**config.mk**
```make
export PLATFORM = sky130hd
export DESIGN_NAME = alu_multiciclo
export DESIGN_NICKNAME = d
export VERILOG_FILES = /design/src/rtl/alu_pkg.sv /design/src/rtl/alu_desplazador.sv /design/src/rtl/alu_multiciclo.sv
export SDC_FILE = /design/constraint.sdc
export NUM_CORES = 1
export LEC_CHECK = 0
export CORE_AREA = 2 2 182 95
export DETAILED_ROUTE_END_ITERATION = 8
export DIE_AREA = 0 0 184 97
export DONT_BUFFER_PORTS = 1
export MAX_ROUTING_LAYER = met4
export PLACE_DENSITY = 0.86
export SETUP_SLACK_MARGIN = 0.02
export SYNTH_ARGS = -nofsm -noshare
export SYNTH_HDL_FRONTEND = slang
export SYNTH_SLANG_ARGS = --single-unit
```
**constraint.sdc**
```tcl
create_clock -name CLK -period 3.31 [get_ports CLK]
set_clock_uncertainty 0.2 [all_clocks]
set_input_delay 0.993 -clock CLK [delete_from_list [all_inputs] [get_ports CLK]]
set_output_delay 0.993 -clock CLK [all_outputs]
set_load 0.02 [all_outputs]
```
**src/rtl/alu_pkg.sv**
```systemverilog
// Shared types for the multi-cycle execution-stage ALU.
package alu_pkg;

  typedef enum logic [3:0] {
    ALU_ADD = 4'b0000,
    ALU_AND = 4'b0001,
    ALU_OR  = 4'b0010,
    ALU_SLL = 4'b0011,
    ALU_SLT = 4'b0100,
    ALU_SRL = 4'b0101,
    ALU_SUB = 4'b0110,
    ALU_XOR = 4'b0111,
    ALU_BEQ = 4'b1000,
    ALU_BNE = 4'b1001,
    ALU_BLT = 4'b1010,
    ALU_BGE = 4'b1011
  } alu_sel_t;

  typedef enum logic [1:0] {
    IDLE,
    EXEC,
    DONE
  } state_t;

endpackage

```
**src/rtl/alu_desplazador.sv**
```systemverilog
// Combinational single-step shifter: logical left (dir=0) or right (dir=1), zero fill.
module alu_desplazador #(
  parameter int WIDTH = 32,
  parameter int AW    = 5
) (
  input  logic             dir,
  input  logic [WIDTH-1:0] data,
  input  logic [AW-1:0]    amount,
  output logic [WIDTH-1:0] result
);

  always_comb begin
    result = dir ? (data >> amount) : (data << amount);
  end

endmodule

```
**src/rtl/alu_multiciclo.sv**
```systemverilog
// Execution-stage ALU: single-cycle logic/arith/compare/branch ops, iterative SLL/SRL,
// valid/ready handshake on request and result sides.
module alu_multiciclo
  import alu_pkg::*;
#(
  parameter int WIDTH      = 32,
  parameter int SHIFT_STEP = 1
) (
  input  logic             CLK,
  input  logic             RST_n,
  input  logic             IN_VALID,
  output logic             IN_READY,
  input  logic [3:0]       ALUSELECT,
  input  logic [WIDTH-1:0] OPA,
  input  logic [WIDTH-1:0] OPB,
  output logic [WIDTH-1:0] RES,
  output logic             ZERO,
  output logic             TAKEN,
  output logic             OUT_VALID,
  input  logic             OUT_READY
);

  localparam int SW = $clog2(WIDTH);
  localparam logic [SW:0] STEP = (SW+1)'(SHIFT_STEP);

  state_t           state;
  logic [WIDTH-1:0] data;
  logic [SW-1:0]    rem;
  logic             dir;

  logic [SW-1:0]    shamt_in;
  logic [SW-1:0]    step;
  logic [WIDTH-1:0] shifted;
  logic [WIDTH-1:0] op_res;
  logic             op_taken;
  logic             is_shift;

  assign shamt_in  = OPB[SW-1:0];
  assign IN_READY  = (state == IDLE);
  assign OUT_VALID = (state == DONE);

  // Never shift past the remaining amount so the last step lands exactly on shamt.
  always_comb begin
    step = rem;
    if ({1'b0, rem} > STEP) step = STEP[SW-1:0];
  end

  alu_desplazador #(
    .WIDTH(WIDTH),
    .AW   (SW)
  ) u_desplazador (
    .dir   (dir),
    .data  (data),
    .amount(step),
    .result(shifted)
  );

  // Shifts only take this path when shamt==0, where the result is OPA unchanged.
  always_comb begin
    op_res   = '0;
    op_taken = 1'b0;
    is_shift = 1'b0;
    case (alu_sel_t'(ALUSELECT))
      ALU_ADD: op_res = OPA + OPB;
      ALU_AND: op_res = OPA & OPB;
      ALU_OR:  op_res = OPA | OPB;
      ALU_XOR: op_res = OPA ^ OPB;
      ALU_SUB: op_res = OPA - OPB;
      ALU_SLT: op_res = {{(WIDTH-1){1'b0}}, ($signed(OPA) < $signed(OPB))};
      ALU_SLL, ALU_SRL: begin
        is_shift = 1'b1;
        op_res   = OPA;
      end
      ALU_BEQ: op_taken = (OPA == OPB);
      ALU_BNE: op_taken = (OPA != OPB);
      ALU_BLT: op_taken = ($signed(OPA) < $signed(OPB));
      ALU_BGE: op_taken = ($signed(OPA) >= $signed(OPB));
      default: ;
    endcase
  end

  always_ff @(posedge CLK or negedge RST_n) begin
    if (!RST_n) begin
      state <= IDLE;
      data  <= '0;
      rem   <= '0;
      dir   <= 1'b0;
      RES   <= '0;
      ZERO  <= 1'b0;
      TAKEN <= 1'b0;
    end else begin
      case (state)
        IDLE: begin
          if (IN_VALID) begin
            if (is_shift && (shamt_in != '0)) begin
              data  <= OPA;
              rem   <= shamt_in;
              dir   <= (ALUSELECT == ALU_SRL);
              state <= EXEC;
            end else begin
              RES   <= op_res;
              ZERO  <= (op_res == '0);
              TAKEN <= op_taken;
              state <= DONE;
            end
          end
        end
        EXEC: begin
          data <= shifted;
          rem  <= rem - step;
          if (rem == step) begin
            RES   <= shifted;
            ZERO  <= (shifted == '0);
            TAKEN <= 1'b0;
            state <= DONE;
          end
        end
        DONE: begin
          if (OUT_READY) state <= IDLE;
        end
        default: state <= IDLE;
      endcase
    end
  end

endmodule

```
==> results of run 1 <==
[per-layer routing]
metal,GRT overflow,track usage [%]
met3,61,90.5
met5,-,-
met2,316,106
met1,37,94.6
met4,160,98.2
[cells by family after synthesis]
family                     Yosys count
AOI/OAI and AO/OA                  505
buffers and inverters              188
muxes                               58
and+or+nand+nor                    473
xor gates and xnor gates             3
adders and majority gates          111
DFF                                 74
[what timing repair did]
item / 4_1_cts
setup buffers: 25
endpoints found under the setup margin: 28
gates resized for setup: 151
hold endpoints to repair: 0
hold buffers: 0
pin swaps: 61
gates cloned: 0
[metrics by stage]
| step | TNS (ns) | worst slack [ns] | std cells | area (um2) | hold WS [ns] |
|---|---|---|---|---|---|
| after floorplan | -7.20 | -1.01 | 1412 | 11000 | 0.289 |
| after global placement | -19.29 | -1.10 | 1905 | 13600 | 0.324 |
| after detailed placement | -22.37 | -1.25 | 1905 | 13600 | 0.351 |
| after CTS | -8.09 | -0.752 | 1942 | 14800 | 0.127 |
[Yosys cell counts (11+ instances only)]
| cell type | n | share of area [%] |
|---|---|---|
| o211ai_1 | 15 | 1.1 |
| a211oi_1 | 23 | 1.6 |
| nand3_1 | 27 | 1.3 |
| a22oi_1 | 11 | 0.78 |
| a21o_1 | 23 | 1.6 |
| nor2_1 | 107 | 3.8 |
| a221oi_1 | 12 | 1.0 |
| mux2i_1 | 51 | 4.8 |
| a21oi_1 | 85 | 4.0 |
| inv_1 | 96 | 3.4 |
| o21a_1 | 13 | 0.93 |
| nand4_1 | 16 | 0.95 |
| nor4_1 | 14 | 0.83 |
| nor3_1 | 29 | 1.4 |
| and2_1 | 15 | 0.89 |
| clkbuf_1 | 65 | 2.3 |
| o31ai_1 | 23 | 1.6 |
| ha_1 | 109 | 13 |
| nor2b_1 | 15 | 0.89 |
| o21ai_0 | 111 | 5.3 |
| a31oi_1 | 31 | 1.8 |
| dfrtp_1 | 74 | 18 |
| o21bai_1 | 13 | 0.93 |
| a21boi_0 | 21 | 1.5 |
| nand2_1 | 175 | 6.2 |
==> flow_summary.toml, run 1 <==
[logic_synthesis]
yosys_register_bits = 74
syn_inst = 1412
syn_avg_cell_area_um2 = 7.46
synth_simple_gate_area_share_pct = 21.8
syn-num-nets = 1595
synth_compound_area_share_pct = 33.3
async_flop_share_pct = 100
synthDistinctLibCells = 98
synth_top_family_by_area = "compound AO/OA/AOI/OAI gates"
synth_xor_area_share_pct = 0.321
seq_area_frac_synth_pct = 17.6
synthAdderAreaFrac_pct = 13.3
ys.flop_type = "dfrtp_1"
synth_area_mm2 = 0.0105
synthMuxAreaShare_pct = 5.60
synth_warnings = 0
synth_edf_count = 0

[global_route]
grtUsageTotal_pct = 97.4
grt_max_degree = 75
overflow = 574

[clocking]
root_buffer = "clkbuf_16"
cts_max_path_buffers = 2
cts_sinks = 74
h-tree-depth = 3
numCtsBuffers = 9

[placed_design]
gp_congestion = 1.22
hpwlAfterDp_um = 37800
port_buffers = 0

[outcome]
outcome = "stopped before the end"
error = "[ERROR GRT-0232] Routing congestion too high. Check the congestion heatmap in the GUI."
lastStage = "5_1_grt"

[die]
die_h_um = 97
rows = 33
die_x_um = 184
ios = 108
initial_core_util_pct = 65.4
==> run 2: changes to the inputs <==
==> config.mk (replaced) <==
export PLATFORM = sky130hd
export DESIGN_NAME = alu_multiciclo
export DESIGN_NICKNAME = d
export VERILOG_FILES = /design/src/rtl/alu_pkg.sv /design/src/rtl/alu_desplazador.sv /design/src/rtl/alu_multiciclo.sv
export SDC_FILE = /design/constraint.sdc
export NUM_CORES = 1
export LEC_CHECK = 0
export CORE_AREA = 2 2 166 168
export DETAILED_ROUTE_END_ITERATION = 8
export DIE_AREA = 0 0 168 170
export DONT_BUFFER_PORTS = 1
export PLACE_DENSITY_LB_ADDON = 0.15
export SYNTH_ARGS = -nofsm -noshare
export SYNTH_HDL_FRONTEND = slang
export SYNTH_SLANG_ARGS = --single-unit
==> run 2 against run 1 <==
Effect of this change:
- the flow now finishes, with violations (negative setup slack)
- synthesized cell count did not move
- synthesized area did not move
==> flow_summary.toml, run 2 <==
[timing]
layout_setup_ws_ns = -0.631
slew-limit-headroom_pct = 36.7
rsz0062_at_grt = "yes"
maxSlewViolCount = 0
finalCritPeriodShare_pct = 119
fmax_ghz = 0.254
worst_pin_slew_ns = 0.926
finalHoldViolCount = 0
min_period_ns = 3.94
setup_violations = 23

[clocking]
insertion_delay_ns = 0.34
cts_max_path_buffers = 2
ctsHoldBuffers = 0
h-tree-depth = 3
root_buffer = "clkbuf_16"
clkTransAtPathRegs_ns = 0.07
cts_sinks = 74
numCtsBuffers = 9
cts_tree = "yes"

[global_route]
grt_pass1_wl_um = 71600
grt_pass1_vias = 12300
grtUsageTotal_pct = 32.3
grt_max_degree = 75
grt_antenna_before_repair = 1
overflow = 0

[cells_and_area]
fill_cells = 2471
syn2layout_area_growth_pct = 49.5
postLayoutCoreUtil_pct = 59.0
largestRegisters = "RES (32), data (32), rem (5)"
layout_commonest_cell = "buf_4"
stdcell_count = 2111
final_nets = 1948
layout_common_cells = "buf_4, nand2_1, nor2_1"
diodes = 0
final_cell_area_mm2 = 0.0157
drive_gt1_share_pct = 38.2

[logic_synthesis]
ys_top_cells_by_count = "nand2_1, o21ai_0, ha_1"
syn_inst = 1412
synth_area_mm2 = 0.0105
syn_avg_cell_area_um2 = 7.46
synthMuxAreaShare_pct = 5.60
synthAdderAreaFrac_pct = 13.3
syn-num-nets = 1595
synth_edf_count = 0
synth_most_common_cell = "nand2_1"
synth_top_area_share_pct = 17.6
async_flop_share_pct = 100
synthTopCellsByArea = "dfrtp_1, ha_1, nand2_1, o21ai_0, mux2i_1"
yosysTopAreaCell = "dfrtp_1"
synth_top_family_by_area = "compound AO/OA/AOI/OAI gates"
seq_area_frac_synth_pct = 17.6
yosys_register_bits = 74
ys.flop_type = "dfrtp_1"
synth_warnings = 0
synth_xor_area_share_pct = 0.321
synth_compound_area_share_pct = 33.3
synth_simple_gate_area_share_pct = 21.8
synthDistinctLibCells = 98

[die]
die_h_um = 170
initial_core_util_pct = 39.5
die_x_um = 168
ios = 108
core_area_mm2 = 0.0267
rows = 60
die_area_mm2 = 0.0286

[outcome]
outcome = "finished, violations left"
violations = "negative setup slack"

[power]
irDropWorstVdd_uv = 269
leakage_uw = 0.00702
powerDensity_mw_per_mm2 = 428

[placed_design]
placed_cells = 2058
hpwlAfterDp_um = 37600
gp_congestion = 0.977
place_area_mm2 = 0.0139
port_buffers = 0

[routing]
drt_first_pass_iters = 5
met3_length_um = 3470
wl_um = 47300
dr.max_layer_used = "met5"
post_drt_wl_per_cell_um = 22.4
ant_nets = 0
drcViolationCount = 0
vias = 12900
met2_length_um = 21000
wl_met1_um = 21400
viasPerCell = 6.09
drt_iter0_markers = 1204

[worst_hold_path]
hp-class = "input pin to asynchronous set/reset pin"

[setup_path]
critPathCaptureType = "register"
path_class = "input pin to register"
timing.reg2reg.worst_path_depth = 13
slowest_delay_ns = 0.34
arrival_ns = 3.99
startpoint_type = "input pin"
crit_fanout = 4
cp_cell_sequence = "inv_12 -> ha_4 -> fa_2 -> or2_4 -> a211o_1 -> a21oi_4 -> buf_12 -> o31ai_4 -> buf_6 -> a21oi_4 -> buf_6 -> nand2_2 -> a32o_2 -> a31oi_1 -> buf_4 -> nand4b_1 -> o41ai_2"
cpMaxStageDelayCell = "fa_2"
crit_required_ns = 3.36

[run]
maxCapViolations = 0
run 2: repair_timing:
item | 4_1_cts | 5_1_grt
setup buffers | 23 | 26
setup endpoints to repair | 28 | 38
pin swaps | 76 | 77
resized for setup | 167 | 104
run 2: layout make-up:
| type | count | area, um2 | share of cell area (%) |
|---|---|---|---|
| tap | 341 | 427 | 2.71 |
| clock buffer | 9 | 225 | 1.43 |
| sequential | 74 | 1850 | 11.8 |
| clock inverter | 7 | 83.8 | 0.533 |
| inverter | 96 | 445 | 2.83 |
| multi-input combinational | 1150 | 9220 | 58.6 |
| timing repair buffer | 434 | 3480 | 22.1 |
run 2: metal layers:
metal  vias to the layer above  GRT usage (%)
li1                       5930              -
met1                      6200           45.5
met3                        97           3.56
met5                         -              0
met2                       625           52.0
met4                         2           9.60
run 2: worst paths after layout:
check / startpoint / slack, ns / end
worst max-delay path: OPA[0] / -0.63 / ZERO
worst min-delay path: RST_n / 0.14 / data[2]
worst max register to register: rem[1] / 0.06 / ZERO
worst min register to register: rem[4] / 0.37 / rem[4]
max in group asynchronous: RST_n / 2.66 / RES[25]
min in group CLK: rem[4] / 0.37 / rem[4]
run 2: stage by stage:
stage	setup WS (ns)	total power [uW]	hold WS [ns]	TNS, ns
floorplan	-1.01	3810	0.289	-7.22
global placement	-1.29	5220	0.333	-24.68
detailed placement	-1.29	5250	0.355	-25.07
CTS	-0.679	6520	0.133	-5.90
global route	-0.695	7150	0.129	-8.26
finish	-0.631	6740	0.140	-6.78
run 2: report_power, final:
group,internal [uW],total (uW),leakage (uW),switching [uW]
Clock,600,1030,0.000149,430
Combinational,1740,3690,0.00598,1950
Sequential,1330,2020,0.000892,683
run 2: critical path: cells and delay by family:
kind / cells / cell delay (ns)
AND/OR/NAND/NOR: 3 / 0.42
buffers and inverters: 5 / 0.58
adder cells (fa/ha/maj): 2 / 0.49
AO/OA/AOI/OAI: 7 / 1.48
run 2: cells by family (layout without fill, tap and decap cells):
| family | count (synthesis) | count (layout) |
|---|---|---|
| AOI/OAI and AO/OA | 505 | 505 |
| xor gates and xnor gates | 3 | 3 |
| adders and majority gates | 111 | 111 |
| buffers and inverters | 188 | 546 |
| DFF | 74 | 74 |
| muxes | 58 | 58 |
| and+or+nand+nor | 473 | 473 |
(Power assumes the default switching activity.)
